`src/rtl/wb_rr_interconnect.sv`:
```
// wb_rr_interconnect: round-robin Wishbone classic shared bus with decode-miss error and ack watchdog
`timescale 1ns/1ps
module wb_rr_interconnect #(
    parameter int NUM_MASTERS = 2,
    parameter int NUM_SLAVES  = 4,
    parameter int AWIDTH      = 32,
    parameter int DWIDTH      = 32,
    parameter int SWIDTH      = 4,
    parameter int TIMEOUT     = 255
) (
    input  logic                          i_clk,
    input  logic                          i_arst,
    input  logic [NUM_MASTERS*AWIDTH-1:0] i_m_adr,
    input  logic [NUM_MASTERS*SWIDTH-1:0] i_m_sel,
    input  logic [NUM_MASTERS-1:0]        i_m_we,
    input  logic [NUM_MASTERS*DWIDTH-1:0] i_m_dat,
    input  logic [NUM_MASTERS-1:0]        i_m_cyc,
    input  logic [NUM_MASTERS-1:0]        i_m_stb,
    output logic [NUM_MASTERS*DWIDTH-1:0] o_m_dat,
    output logic [NUM_MASTERS-1:0]        o_m_ack,
    output logic [NUM_MASTERS-1:0]        o_m_err,
    output logic [AWIDTH-1:0]             o_s_adr,
    output logic [SWIDTH-1:0]             o_s_sel,
    output logic                          o_s_we,
    output logic [DWIDTH-1:0]             o_s_dat,
    output logic [NUM_SLAVES-1:0]         o_s_cyc,
    output logic [NUM_SLAVES-1:0]         o_s_stb,
    input  logic [NUM_SLAVES*DWIDTH-1:0]  i_s_dat,
    input  logic [NUM_SLAVES-1:0]         i_s_ack,
    input  logic [NUM_SLAVES-1:0]         i_s_err,
    output logic [NUM_MASTERS-1:0]        o_grant
);
    localparam int MW = NUM_MASTERS > 1 ? $clog2(NUM_MASTERS) : 1;

    typedef enum logic [1:0] {IDLE, BUSY, ERR} state_t;

    state_t            state, state_nx;
    logic [MW-1:0]     gidx, gidx_nx, last, last_nx, pick;
    logic [15:0]       tcnt, tcnt_nx;
    logic              g_cyc, g_stb, g_we;
    logic [AWIDTH-1:0] g_adr;
    logic [SWIDTH-1:0] g_sel;
    logic [DWIDTH-1:0] g_dat, s_dat;
    logic              s_ack, s_err;
    logic [3:0]        sidx;
    logic              hit, act, rtn;

    assign sidx = g_adr[AWIDTH-1 -: 4];
    assign hit  = 32'(sidx) < NUM_SLAVES;
    assign act  = state != IDLE;
    assign rtn  = state == BUSY && hit;

    always_comb begin
        g_cyc = 1'b0;
        g_stb = 1'b0;
        g_we  = 1'b0;
        g_adr = '0;
        g_sel = '0;
        g_dat = '0;
        for (int m = 0; m < NUM_MASTERS; m++)
            if (gidx == MW'(m)) begin
                g_cyc = i_m_cyc[m];
                g_stb = i_m_stb[m];
                g_we  = i_m_we[m];
                g_adr = i_m_adr[m*AWIDTH +: AWIDTH];
                g_sel = i_m_sel[m*SWIDTH +: SWIDTH];
                g_dat = i_m_dat[m*DWIDTH +: DWIDTH];
            end
        s_dat = '0;
        s_ack = 1'b0;
        s_err = 1'b0;
        for (int s = 0; s < NUM_SLAVES; s++)
            if (sidx == 4'(s)) begin
                s_dat = i_s_dat[s*DWIDTH +: DWIDTH];
                s_ack = i_s_ack[s];
                s_err = i_s_err[s];
            end
    end

    assign o_s_adr = act ? g_adr : '0;
    assign o_s_sel = act ? g_sel : '0;
    assign o_s_we  = act ? g_we : 1'b0;
    assign o_s_dat = act ? g_dat : '0;

    always_comb begin
        o_s_cyc = '0;
        o_s_stb = '0;
        o_m_dat = '0;
        o_m_ack = '0;
        o_m_err = '0;
        o_grant = '0;
        for (int s = 0; s < NUM_SLAVES; s++)
            if (rtn && sidx == 4'(s)) begin
                o_s_cyc[s] = g_cyc;
                o_s_stb[s] = g_stb;
            end
        // slave err overrides a simultaneous ack
        for (int m = 0; m < NUM_MASTERS; m++)
            if (act && gidx == MW'(m)) begin
                o_grant[m]                   = 1'b1;
                o_m_dat[m*DWIDTH +: DWIDTH] = rtn ? s_dat : '0;
                o_m_ack[m]                   = rtn & s_ack & ~s_err;
                o_m_err[m]                   = (rtn & s_err) | (state == ERR);
            end
    end

    always_comb begin
        pick = last;
        for (int i = NUM_MASTERS; i >= 1; i--)
            for (int m = 0; m < NUM_MASTERS; m++)
                if (i_m_cyc[m] && m == (int'(last) + i) % NUM_MASTERS)
                    pick = MW'(m);
        state_nx = state;
        gidx_nx  = gidx;
        last_nx  = last;
        tcnt_nx  = '0;
        if (state == IDLE) begin
            if (|i_m_cyc) begin
                gidx_nx  = pick;
                state_nx = BUSY;
            end
        end else if (!g_cyc) begin
            state_nx = IDLE;
            last_nx  = gidx;
        end else if (state == ERR)
            state_nx = BUSY;
        else if (g_stb && (!hit || (tcnt == 16'(TIMEOUT) && !s_ack && !s_err)))
            state_nx = ERR;
        else if (g_stb && !s_ack && !s_err)
            tcnt_nx = tcnt + 16'd1;
    end

    always_ff @(posedge i_clk or posedge i_arst)
        if (i_arst) begin
            state <= IDLE;
            gidx  <= '0;
            last  <= MW'(NUM_MASTERS - 1);
            tcnt  <= '0;
        end else begin
            state <= state_nx;
            gidx  <= gidx_nx;
            last  <= last_nx;
            tcnt  <= tcnt_nx;
        end
endmodule

```
`config.mk`:
```
export PLATFORM = sky130hd
export DESIGN_NAME = wb_rr_interconnect
export DESIGN_NICKNAME = d
export VERILOG_FILES = /design/src/rtl/wb_rr_interconnect.sv
export SDC_FILE = /design/constraint.sdc
export NUM_CORES = 1
export LEC_CHECK = 0
export BUFFER_PORTS_ARGS = -buffer_cell sky130_fd_sc_hd__buf_2
export CELL_PAD_IN_SITES_DETAIL_PLACEMENT = 0
export CELL_PAD_IN_SITES_GLOBAL_PLACEMENT = 2
export CORE_AREA = 5 5 166 168
export DETAILED_ROUTE_END_ITERATION = 8
export DIE_AREA = 0 0 171 173
export PLACE_DENSITY = 0.85
export SETUP_SLACK_MARGIN = 0.02
export SYNTH_ARGS = -nofsm -noshare
export SYNTH_HDL_FRONTEND = slang
export SYNTH_SLANG_ARGS = --single-unit
```
`constraint.sdc`:
```
create_clock -name i_clk -period 3.02 [get_ports i_clk]
set_clock_uncertainty 0.2 [all_clocks]
set_input_delay 0.755 -clock i_clk [delete_from_list [all_inputs] [get_ports i_clk]]
set_output_delay 0.755 -clock i_clk [all_outputs]
set_load 0.02 [all_outputs]
```
* Word level (Yosys, flattened, before mapping)
Index checks and enable logic that the tools add are counted.
** Word-level totals
- Flip-flop bits (word level) :: 20
- Output and inout bits :: 147
- Word-level logic and storage cells :: 110
** Cells by class
- Add/subtract/negate cells :: 3
- Order comparisons :: 1
- Equal/unequal tests :: 10
- Muxes and demuxes :: 53
- Bitwise gates (word level) :: 10
- Reductions and logical operators :: 29
** Operators with widths (count)
- 2-to-1 mux 32 bit :: 11
- 2-to-1 mux 16 bit :: 5
- zero test 32 bit :: 2
- 2-to-1 mux 1 bit :: 30
- adder 16 x 1 -> 16 bit, second input constant :: 1
- == test 16 x 8 -> 1 bit, second input constant :: 1
- logical AND 1 bit :: 16
- 2-to-1 mux 2 bit :: 5
- == test 4 x 2 -> 1 bit, second input constant :: 2
- 2-to-1 mux 4 bit :: 2
- AND reduction 2 bit :: 3
- == test 2 bit, first input constant :: 2
- == test 4 x 1 -> 1 bit, second input constant :: 1
- zero test 4 bit :: 1
- less-than comparator 4 x 3 -> 1 bit, second input constant :: 1
- inequality test 4 x 1 -> 1 bit, second input constant :: 1
- NOT 1 bit :: 4
- bitwise AND 1 bit :: 3
- zero test 1 bit :: 3
- adder 1 bit, second input constant :: 2
- bitwise AND 1 bit, first input constant :: 2
- == test 2 x 1 -> 1 bit, second input constant :: 1
- == test 2 bit, second input constant :: 1
- zero test 2 bit :: 1
- 5 further kinds :: 5

* Logic depth before layout (Yosys ltp)
Gate-level depths: netlist of run 1.
- Depth in word-level cells :: 15
- Mapped depth :: 7
- Gate-level depth less buffers :: 5

* Least setup slack after synthesis of run 1
OpenSTA, ideal clock, no wires.
- Path kind :: in2out
- Start :: input port i_m_adr[60]
- End :: output port o_m_ack[0]
- Data arrival time :: 2.604 ns
- Data required time :: 2.065 ns
- Slack :: -0.539 ns
- Stages :: 5
- Cells stage by stage :: mux2_2 -> buf_2 -> mux2i_1 -> o211a_1 -> a2111oi_0
** On the way
- Cells in the longest elaborated chain, start to end :: 9
** RTL lines
- start, declared :: line 13 : input logic [NUM_MASTERS*AWIDTH-1:0] i_m_adr,
- 2-to-1 mux 32 bit * :: line 61 : if (gidx == MW'(m)) begin
- zero test 4 bit :: line 73 : if (sidx == 4'(s)) begin
- 2-to-1 mux 1 bit (4 in series) :: line 73
- bitwise AND 1 bit / NOT 1 bit (equally long branches) :: line 102 : o_m_ack[m] = rtn & s_ack & ~s_err;
- bitwise AND 1 bit * :: line 102
- 2-to-1 mux 1 bit * :: line 99 : if (act && gidx == MW'(m)) begin
- end, declared :: line 20 : output logic [NUM_MASTERS-1:0] o_m_ack,
Every way passes the cells marked *; elsewhere a longest branch is shown, timed or not.

* Worst setup path in the final report of run 1
- Start :: input port i_m_adr[63]
- End :: output port o_m_dat[31]
** On the way
- Cells in the longest elaborated chain, start to end :: 8
** RTL lines
- 2-to-1 mux 32 bit * :: line 61
- zero test 4 bit :: line 73
- 2-to-1 mux 32 bit (4 in series) :: line 73
- 2-to-1 mux 32 bit * :: line 101 : o_m_dat[m*DWIDTH +: DWIDTH] = rtn ? s_dat : '0;
- 2-to-1 mux 32 bit * :: line 99
- end, declared :: line 19 : output logic [NUM_MASTERS*DWIDTH-1:0] o_m_dat,
Marks and branches as above.

==> metrics, run 1 <==
CP endpoint kind=output pin; Net Switching=2.99 mW; power share of the sequential group=under 10%; largest net degree at the start of global routing=32; ys async rst share=100%; Post-DP HPWL=a little under 20,000 um; Non-Filler Instances=1,353; Worst Path Max Fanout=7; Core Util, Final=between 30 and 40%; I/O pin count=427; Reg2Reg Setup Slack=0.51 ns; FP Rows=59; CTS HTree Levels=1; DRT Pass-1 Iters=4; total grt overflow=0; syn_area_per_cell=between 7 and 8 um^2; most common cell after layout, fill and taps aside=buf_2; CP max stage cell=or4bb_4; Max-Cap Viols=0; Hold Violations, Final=0; failing checks=negative setup slack; DRC viols=0; reg2reg path depth=7; Int Pwr=2.69 mW; first-pass GRT wire length=35,100 um; Tot Pwr=5.68 mW; sequential area share after synthesis=between 10% and 20%; antenna violations before repair=3; Worst Setup Slack, final=-0.224 ns; Placement Setup Slack=-0.404 ns; routed wire length=between 20,000 and 25,000 um; Distinct cells, synth=59; layout cells sized above 1=65.0%; EDFF count, synth=0; dpl cells=1,317; final setup TNS=-10.72 ns; required time of the critical path=2.06 ns; Period Utilization, post-route=107%; min Tclk post-route=around 3.2 ns; Net Count, Synth=819; 1st-iter DRT viols=~280; Worst Tran Pin Value=roughly 0.78 ns; Seq cells post-synth=20; Vias=5,965; vias per std cell=4.41; fin area=between 8000 and 9000 um^2; Post-DRT Antenna Nets=0; Max Buffers Root-to-Sink=2; CTS tree=done; Routed WL per cell=18.3 um; Final Wtd Congestion=between 0.8 and 0.9; crit path launch=i_m_adr[63]; Clk pin slew, worst setup/hold paths=0.05 ns; Setup CP Type=primary input to output pin; Area Growth Syn to Fin=126%; mapped cell area=3840 um^2; Die H=173 um; Synth Instances=538; Multi-input gate area=4010 um^2; final setup fails=around 70; DIE AREA=29,600 um^2; Slew Viols, Final=0; number of global-route vias before repair=6,006; critical path arrival=2.29 ns; Overall Global Routing Usage=14.9%; RR Startpoint=gidx; FF/Latch Area=505 um^2; unrepaired setup endpoints after global routing=yes; Synth Flop Type=dfrtp_1; Die X=171 um; sequence of cells on the critical path=buf_8 -> or4bb_4 -> nand2_4 -> buf_12 -> clkbuf_16 -> a32oi_2 -> and2_1 -> buf_4; outcome=finished, violations left; worst-skew pair later-pin latency=0.25 ns; clock share of power=around 4.8%; # fillers=2,702; sink count of the clock tree=20; Root Driver=clkbuf_16; Num CTS Buffers=3; worst hold slack=0.283 ns; combinational share of power=around nine tenths; Pwr Density=655 nW/um^2; dpl cell area=approximately 6900 um^2; Core Area=about 26,000 um^2; worst min-delay path class=register to register; Peak Freq=308 MHz; Worst VDD drop=0.277 mV; max_slew headroom=a little under half; CP startpoint kind=primary input; static leakage=4.26 nW; most frequent cells in the layout=352 x buf_2, 87 x nor2_1, 77 x mux2i_1; Max stage delay on crit path=0.57 ns; IO Port Bufs=426; Initial Utilization=14.9%; synth warn=0; switching share of power=~53%; Layout Nets=1,298; r2r endpoint=tcnt[3]; Worst Setup EP=o_m_dat[31]
power by group through the flow:
stage	combinational, mW	sequential (mW)	clock (mW)
after floorplan	2.48	0.327	0
after global placement	4.07	0.346	0
after detailed placement	4.09	0.347	0
after CTS	4.67	0.346	0.282
after global routing	5.39	0.353	0.294
final	5.06	0.347	0.274
logic make-up after synthesis:
kind of cell	after synthesis	synth area share (%)
DFF	20	13.1
muxes	102	26.7
buffers and inverters	56	6.49
and+or+nand+nor	281	36.0
adders and majority gates	1	0.326
xor gates and xnor gates	13	2.97
AOI/OAI and AO/OA	65	14.4
sequential cells by signal (all words and copies together), names as in the netlist:
register and count:
tcnt 16, state 2, gidx 1, last 1
synth_stat cells (4+ instances only):
library cell,number,area [um^2]
nor3_1,28,140
nor2_1,90,338
and2_1,55,344
nand2_1,66,248
o21ai_0,6,30.0
xor2_1,4,35.0
dfrtp_1,19,475
nor4_1,8,50.1
mux2i_1,99,991
clkbuf_1,18,67.6
and3_1,5,31.3
inv_1,17,63.8
xnor2_1,9,78.8
nand3_1,4,20.0
buf_2,16,80.1
a32oi_1,23,201
o221ai_1,7,61.3
nand4_1,6,37.5
layout make-up:
type | instances | area share (%)
repair buffers | 513 | 41.4
diodes | 2 | 0.0577
flip-flops and latches | 20 | 5.83
multi-input cells | 462 | 46.2
inverters | 17 | 0.736
clock buffers | 4 | 0.909
well taps | 335 | 4.83
how the worst min path moves through the flow:
stage | startpoint | end | slack, ns | depth (start not counted)
global placement | last | last | 0.26 | 2
global route | last | last | 0.31 | 2
detailed placement | last | last | 0.28 | 2
finish | last | last | 0.28 | 2
CTS | last | last | 0.29 | 2
floorplan | last | last | 0.26 | 2
what timing repair did:
action | CTS | global route
hold buffers | 0 | 0
endpoints found under the hold margin | 0 | 0
cloned | 3 | 4
gates resized for setup | 180 | 140
setup buffers | 14 | 13
pin swaps | 48 | 41
endpoints found under the setup margin | 123 | 96
metal layers:
metal | wire length [um] | up-vias | GRT usage, %
met5 | 25 | - | 0
met4 | 490 | 4 | 2.41
met3 | 2030 | 34 | 2.81
met2 | 12800 | 257 | 28.2
met1 | 9440 | 2782 | 17.5
li1 | - | 2888 | -
critical path, delay by kind of cell:
| kind | cells | cell delay (ns) |
|---|---|---|
| compound gates | 1 | 0.12 |
| simple gates | 3 | 0.86 |
| buf+inv | 4 | 0.54 |
Power figures use the tool's default switching activity.
==> run 2: changes to the inputs <==
- CORE_AREA: 5 5 166 168 -> 5 5 161 163
- CTS_BUF_LIST: not set -> sky130_fd_sc_hd__clkbuf_4
- DIE_AREA: 0 0 171 173 -> 0 0 166 168
- PLACE_DENSITY: 0.85 -> 0.89
==> run 2 against run 1 <==
  * The flow still finishes with violations (negative setup slack)
  * Flip-flop and latch count unchanged
  * Design area down 1.3%
  * Combinational power is essentially flat
  * Largest power group unchanged
  * Utilization rose by 1.8 points
  * Critical path type is now register to output pin
  * Sequential power grew 1%
  * Register-to-register slack better by 0.08 ns
  * Worst hold slack better by 0.0060 ns
  * Final cell count decreased by 1.6%
  * Critical path depth did not move
  * Clock-buffer cell count decreased by 1
  * Critical endpoint is now o_m_dat[37]
==> metrics, run 2 (same netlist as run 1, synthesis figures left out) <==
total grt overflow=0 (unchanged); number of global-route vias before repair=6,211 (+3.4%); outcome=finished, violations left; power share of the sequential group=6.4% (+0.3 points); most frequent cells in the layout=349 x buf_2, 87 x nor2_1, 85 x mux2i_1; FP Rows=57 (-3.4%); most flop-heavy register=tcnt; 1st-iter DRT viols=251 (-11%); first-pass GRT wire length=36,800 um (+4.9%); Num CTS Buffers=3 (unchanged); number of inserted diodes=0 (-2); met1 usage=19.6% (+2.1 points); Area Growth Syn to Fin=123%; dpl cell area=6840 um^2 (-0.55%); Pwr Density=645 nW/um^2 (-1.5%); IO Port Bufs=426 (unchanged); Clk pin slew, worst setup/hold paths=0.11 ns (+0.06 ns); sink count of the clock tree=20 (unchanged); Final Wtd Congestion=0.889 (+5.7%); worst min-delay path class=register to register; Slew Viols, Final=0 (unchanged); CP endpoint kind=output pin; vias per std cell=4.39 (-0.40%); DRC viols=0 (unchanged); M2 GR Usage=31.3% (+3.1 points); DRT Pass-1 Iters=4 (unchanged); gr busiest metal=met2; Setup CP Type=register to output pin; Vias=5,849 (-1.9%); Layout Nets=1,290 (-0.62%); switching share of power=54.5% (+1.9 points); layout cells sized above 1=64.4% (-0.58 points); Routed WL per cell=19.1 um (+4.2%); Root Driver=clkbuf_4; Die X=166 um (-2.9%); CTS tree=done; combinational share of power=91.2% (+2.1 points); max_slew headroom=46.0% (-1.9 points); Core Area=24,200 um^2 (-6.2%); Post-DP HPWL=19,600 um (-1.5%); antenna violations before repair=2 (-1); fin area=8560 um^2 (-1.3%); worst-skew pair later-pin latency=0.31 ns (+0.06 ns); Peak Freq=309 MHz (+0.31%); I/O pin count=427 (unchanged); critical path arrival=2.28 ns (about the same); Initial Utilization=15.9% (+0.98 points); largest net degree at the start of global routing=55 (+72%); Worst Tran Pin Value=0.809 ns (+0.0285 ns); Overall Global Routing Usage=16.3% (+1.4 points); static leakage=4.19 nW (-1.6%); biggest regs=tcnt (16), state (2); Max Buffers Root-to-Sink=2 (unchanged); unrepaired setup endpoints after global routing=yes; Worst Path Max Fanout=7 (unchanged); min Tclk post-route=3.23 ns (-0.0102 ns); Post-DRT Antenna Nets=0 (unchanged); CTS HTree Levels=1 (unchanged); met3 Use GR=2.63% (-0.18 points); Period Utilization, post-route=107% (-0.34 points); required time of the critical path=2.06 ns (about the same); CP startpoint kind=register; cts hold-fix bufs=0 (unchanged); Max-Cap Viols=0 (unchanged); routed wire length=25,400 um (+2.6%); Die H=168 um (-2.9%); Hold Violations, Final=0 (unchanged); Worst VDD drop=0.305 mV (+10%); failing checks=negative setup slack; final setup TNS=-9.82 ns (+0.903 ns); most common cell after layout, fill and taps aside=buf_2; Net Switching=3.01 mW (+0.76%); final setup fails=72 (unchanged); clock share of power=2.4% (-2.4 points); Worst Setup Slack, final=-0.214 ns (+0.0102 ns); max reg flops=16 (unchanged); Int Pwr=2.51 mW (-6.6%); DIE AREA=27,900 um^2 (-5.7%)
-- run 2: changes by cell type in the layout (fill, tap and decap cells not counted), moves of 4 or more --
cell / before / now
mux2i_4: 18 / 7
nand2_1: 47 / 57
and2_1: 29 / 20
and2_4: 26 / 35
mux2i_1: 77 / 85
nand2_2: 14 / 7
a32oi_4: 7 / 13
buf_12: 19 / 14
clkbuf_16: 7 / 2
a32oi_2: 14 / 10
buf_4: 66 / 62
nand2_4: 5 / 1
-- run 2: worst max-delay path, cell delays in order, from the launching register on --
cell	delay, ns
dfrtp_4	0.50
buf_6	0.14
or4bb_4	0.51
nand2_8	0.14
buf_12	0.15
buf_12	0.12
a32oi_2	0.11
and2_1	0.17
buf_6	0.13
-- run 2: final timing paths --
check	startpoint	end	slack, ns	depth (start not counted)
worst min-delay path	last	last	0.29	2
min in group asynchronous	i_arst	tcnt[2]	0.38	2
worst max-delay path	gidx	o_m_dat[37]	-0.21	8
worst max register to register	gidx	state[0]	0.59	8
max in group asynchronous	i_arst	gidx	1.65	2
worst min register to register	last	last	0.29	2
-- run 2: cell type report --
cell class	count	area (um^2)
Clock inverter	1	3.75
Tap cell	324	405
Multi-Input combinational cell	462	4050
Timing Repair Buffer	505	3510
Fill cell	2534	15600
Inverter	17	63.8
Clock buffer	3	22.5
Sequential cell	20	505
-- run 2: per-stage QoR --
stage	setup WS, ns	cells	hold slack [ns]	util, %	power [mW]
final	-0.214	1332	0.289	35.4	5.52
after global routing	-0.284	1332	0.326	35.4	5.89
after CTS	-0.215	1326	0.291	33.0	5.16
after detailed placement	-0.317	1307	0.271	28.3	4.39
after global placement	-0.284	1307	0.263	28.3	4.37
after floorplan	-0.0666	538	0.257	-	2.81
-- run 2: layer usage --
metal  wire length (um)  share of wire, %
met4                386               1.5
met2              13400                53
met5                 27              0.11
met3               1480               5.8
met1              10100                40
-- run 2: what timing repair did --
item,CTS,global route
setup buffers,13,4
cloned,5,3
setup endpoints to repair,95,109
gates resized for setup,218,102
pin swaps,49,31
-- run 2: power by group through the flow --
stage / registers (mW) / logic [mW] / clock network (mW)
floorplan: 0.327 / 2.48 / 0
global placement: 0.369 / 4.01 / 0
detailed placement: 0.371 / 4.02 / 0
CTS: 0.350 / 4.67 / 0.141
global route: 0.357 / 5.38 / 0.154
finish: 0.352 / 5.04 / 0.135
